==> config.mk <==
export PLATFORM = sky130hd
export DESIGN_NAME = rx_buffer_fifo
export DESIGN_NICKNAME = d
export VERILOG_FILES = /design/src/rtl/rx_buffer_fifo.sv
export SDC_FILE = /design/constraint.sdc
export NUM_CORES = 1
export LEC_CHECK = 0
export ABC_AREA = 1
export CAP_MARGIN = 30
export CORE_ASPECT_RATIO = 0.8
export CORE_MARGIN = 8
export CORE_UTILIZATION = 45
export CTS_CLUSTER_SIZE = 16
export DETAILED_ROUTE_END_ITERATION = 6
export MAX_ROUTING_LAYER = met4
export PLACE_DENSITY_LB_ADDON = 0.08
export SLEW_MARGIN = 20
export SYNTH_ARGS = -nofsm -noshare
export SYNTH_HDL_FRONTEND = slang
export SYNTH_SLANG_ARGS = --single-unit
==> constraint.sdc <==
create_clock -name ACLK -period 3.5 [get_ports ACLK]
set_input_delay 0.525 -clock ACLK [delete_from_list [all_inputs] [get_ports ACLK]]
set_output_delay 0.525 -clock ACLK [all_outputs]
set_load 0.05 [all_outputs]
==> src/rtl/rx_buffer_fifo.sv <==
// First-word-fall-through receive buffer fed by the RX channel strobe, with rx_hold back-pressure.
// Define RXFIFO_OVF_EN to add the sticky ovf flag and the saturating drop_cnt counter.
module rx_buffer_fifo #(
  parameter int WIDTH = 8,
  parameter int DEPTH = 8,
  parameter int SKID  = 1
) (
  input  logic                     ACLK,
  input  logic                     ARESET,
  input  logic [WIDTH-1:0]         rx_data,
  input  logic                     rx_new_data,
  output logic                     rx_hold,
  output logic [WIDTH-1:0]         rd_data,
  output logic                     rd_valid,
  input  logic                     rd_ready,
  output logic [$clog2(DEPTH):0]   count
`ifdef RXFIFO_OVF_EN
  ,
  output logic                     ovf,
  output logic [7:0]               drop_cnt
`endif
);

  localparam int AW = $clog2(DEPTH);
  localparam int CW = AW + 1;
  localparam logic [CW-1:0] FULL_LVL = CW'(DEPTH);
  localparam logic [CW-1:0] HOLD_LVL = CW'(DEPTH - SKID);

  logic [WIDTH-1:0] mem [DEPTH];
  logic [AW-1:0]    wptr;
  logic [AW-1:0]    rptr;
  logic             push;
  logic             pop;
  logic             drop;

  // Handshake: the consumer pops when rd_valid & rd_ready are both high on a rising
  // edge; rd_data is the head word and holds steady while rd_valid & !rd_ready.
  // The RX side has no ready: a strobe into a full FIFO without a pop is a drop.
  always_comb begin
    pop  = rd_valid & rd_ready;
    push = rx_new_data & ((count < FULL_LVL) | pop);
    drop = rx_new_data & ~push;
  end

  assign rd_valid = (count != '0);
  assign rd_data  = rd_valid ? mem[rptr] : '0;
  assign rx_hold  = (count >= HOLD_LVL);

  // Storage is deliberately not reset; rd_data masking hides stale contents.
  always_ff @(posedge ACLK) begin
    if (push) mem[wptr] <= rx_data;
  end

  always_ff @(posedge ACLK) begin
    if (ARESET) begin
      wptr  <= '0;
      rptr  <= '0;
      count <= '0;
    end else begin
      if (push) wptr <= wptr + 1'b1;
      if (pop)  rptr <= rptr + 1'b1;
      case ({push, pop})
        2'b10:   count <= count + 1'b1;
        2'b01:   count <= count - 1'b1;
        default: count <= count;
      endcase
    end
  end

`ifdef RXFIFO_OVF_EN
  always_ff @(posedge ACLK) begin
    if (ARESET) begin
      ovf      <= 1'b0;
      drop_cnt <= 8'd0;
    end else if (drop) begin
      ovf <= 1'b1;
      if (drop_cnt != 8'hFF) drop_cnt <= drop_cnt + 8'd1;
    end
  end
`else
  logic unused_drop;
  assign unused_drop = drop;
`endif

endmodule

==> results.md <==
- Clk buf depth: 2
- Fin nets: 339
- Fmax achieved: 0.321 GHz
- Initial antenna violation count: 0
- Layout cells sized above 1: 0.0979
- Vias post-DR: roughly 2100
- Number of unique standard cell types used by synthesis: 23
- Clock power frac: 0.236
- Detailed router's first-iteration violation count: 136
- CP Class: reg2out
- CTS clock-pin slew for the worst setup and hold paths: approximately 80 ps
- Setup TNS: 0 ps
- Core Area: around 7000 µm²
- Routability cong.: roughly 0.85
- Largest net degree at the start of global routing: 33
- Tightest Pin Transition: about 920 ps
- Synthesized area: between 3000 and 4000 µm²
- Number of routed nets with antenna violations: 0
- Yosys reg bits: 77
- Avg WL per Cell: 16.5 µm
- HP Class: reg2reg
- Final core occ: 0.548
- Sequential element share of the synthesized area: 0.680
- Core Rows: 27
- Fillers: 592
- Yosys warns: 0
- Fin crit period: approximately 3100 ps
- Port bufs: 25
- Final instance area: roughly 3800 µm²
- CTS sink cnt: 77
- Setup bufs post-CTS: 0
- Total CTS buffers: 9
- Number of global-route vias before repair: between 2000 and 2500
- Drt drc: 0
- Syn_nets: between 300 and 400
- Slew HR: 0.383
- Max Slew Vio Count: 0
- Yosys top cell area share: 0.599
- Net Sw Frac: 0.388
- CTS tree: built
- Avg Cell Area, Syn: about 11 µm²
- Initial Util: 0.466
- Die X: 110 µm
- Via-per-instance ratio: between 5 and 6
- H-Tree Level Count: 3
- Seq pwr share: 0.366
- Area grow syn2layout: 17.6%
- Final Hold Fails: 0
- RSZ-0062 raised after global routing: no
- CP Data Required Time: 2970 ps
- Final setup fails: 0
- Pleak: ~0.0014 µW
- # IOs: 26
- Cts repair resizes: 0
- Footprint of the multi-input gates: slightly below 900 µm²
- Switching pwr: roughly 1200 µW
- Commonest non-fill, non-tap cells in the layout: nor2_1, edfxtp_1, o21ai_1, o21ai_0, clkdlybuf4s50_1
- Area after DPL: approximately 3600 µm²
- Ant. Diodes: 0
- Sequential Area: between 2000 and 2500 µm²
- Status: complete, no violations
- Hold buffer count at cts: 0
- Int Pwr: 1880 µW
- CP Capture Type: output pin
- Root Driver: clkbuf_8
- WL final: about 6.8 mm
- Total global routing overflow: 0
- CP Launch Type: flop
- Clk_lat worst skew: 340 ps
- Max-cap violation count: 0
- Pwr/cell area: ~810 nW/µm²
- CP max FO: 20
- Commonest non-fill, non-tap cell in the layout: nor2_1
- Worst vdd ir: ~0.48 mV
- Detailed Routing Iterations Pass 1: 5
- Period utilization: 0.891
- Die ar.: approximately 10000 µm²
- Critical Path AT: between 2000 and 3000 ps
- DIE HEIGHT: between 90 and 100 µm
- First-pass GRT wire length: around 11 mm
- Post-Syn Instances: approximately 290
- Post-DP HPWL: between 4 and 5 mm
- Gate power share: 0.399
- Total GRT Usage: 0.142
- Largest cells by area after synthesis: edfxtp_1, nor2_1, dfxtp_1, o21ai_1, o21ai_0
- Flop2flop setup slack: 1210 ps
- Area leader, netlist: edfxtp_1
- Clock Skew: 9.56 ps
==> final timing paths <==
check | start | endpoint | cells past startpoint
max | flop | rd_data[2] | 8
min | rptr[2] | flop | 2
max reg2reg | count[3] | count[2] | 12
min reg2reg | rptr[2] | flop | 2
==> Yosys cell counts <==
cell type and instances:
xor2_1 2, ha_1 5, clkbuf_1 1, o21ai_0 30, xnor2_1 1, inv_1 15
nand3_1 2, o21ai_4 1, buf_4 2, o31ai_1 1, nand4_2 1, nand2_1 14
inv_2 2, buf_2 3, edfxtp_1 64, o21ai_2 2, dfxtp_1 13, buf_6 4
nor2_1 77, a21oi_1 11, o21ai_1 33, nor2_2 2, nand2_2 1
==> layout make-up <==
type                       count  area share
clock buffer                  12      0.0385
clock inverter                 4      0.0192
inverter                      17      0.0169
multi-input combinational    183       0.234
sequential                    77       0.578
tap                           87      0.0288
timing repair buffer          34      0.0842
==> power groups by stage <==
stage | registers [µW] | clock network (µW) | logic [µW]
2_1_floorplan | 1190 | 0 | 854
3_3_place_gp | 1140 | 0 | 1220
3_5_place_dp | 1140 | 0 | 1230
4_1_cts | 1120 | 747 | 1230
5_1_grt | 1130 | 777 | 1340
6_report | 1120 | 724 | 1230
==> registers in the layout, indices dropped and copies added (netlist names), named ones only <==
register / flops
wptr: 3
mem: 64
count: 4
rptr: 3
==> logic make-up (layout without fill, tap and decap cells) <==
logic type / after synthesis / after routing / share of synthesized area
buffers and inverters: 27 / 67 / 0.0445
xor gates and xnor gates: 3 / 3 / 0.00819
and+or+nand+nor: 97 / 97 / 0.119
AOI/OAI and AO/OA: 78 / 78 / 0.128
DFF: 77 / 77 / 0.680
adders and majority gates: 5 / 5 / 0.0195
==> metrics by stage <==
step,setup WS [ps],hold WS (ps),cells,total power (µW)
after global routing,174,531,414,3250
after global placement,771,477,398,2370
final,383,501,414,3070
after detailed placement,757,487,398,2370
after floorplan,905,455,287,2040
after CTS,347,506,414,3100
==> per-layer routing <==
layer	global-route usage	vias to the layer above	wire (µm)
met2	0.216	49	3180
met3	0.0381	7	379
met1	0.179	962	3190
li1	-	1067	-
met5	-	-	0
met4	0.0471	0	87
==> critical path, cell delays in order (launching register included) <==
cell and delay (ps):
dfxtp_1 580, buf_4 320, nor2_1 70, nor2_1 100, o21ai_1 80, o21ai_1 100, nor2_1 50, nor2_1 120
clkdlybuf4s50_1 820
No activity file was read; power rests on OpenSTA's default activity.
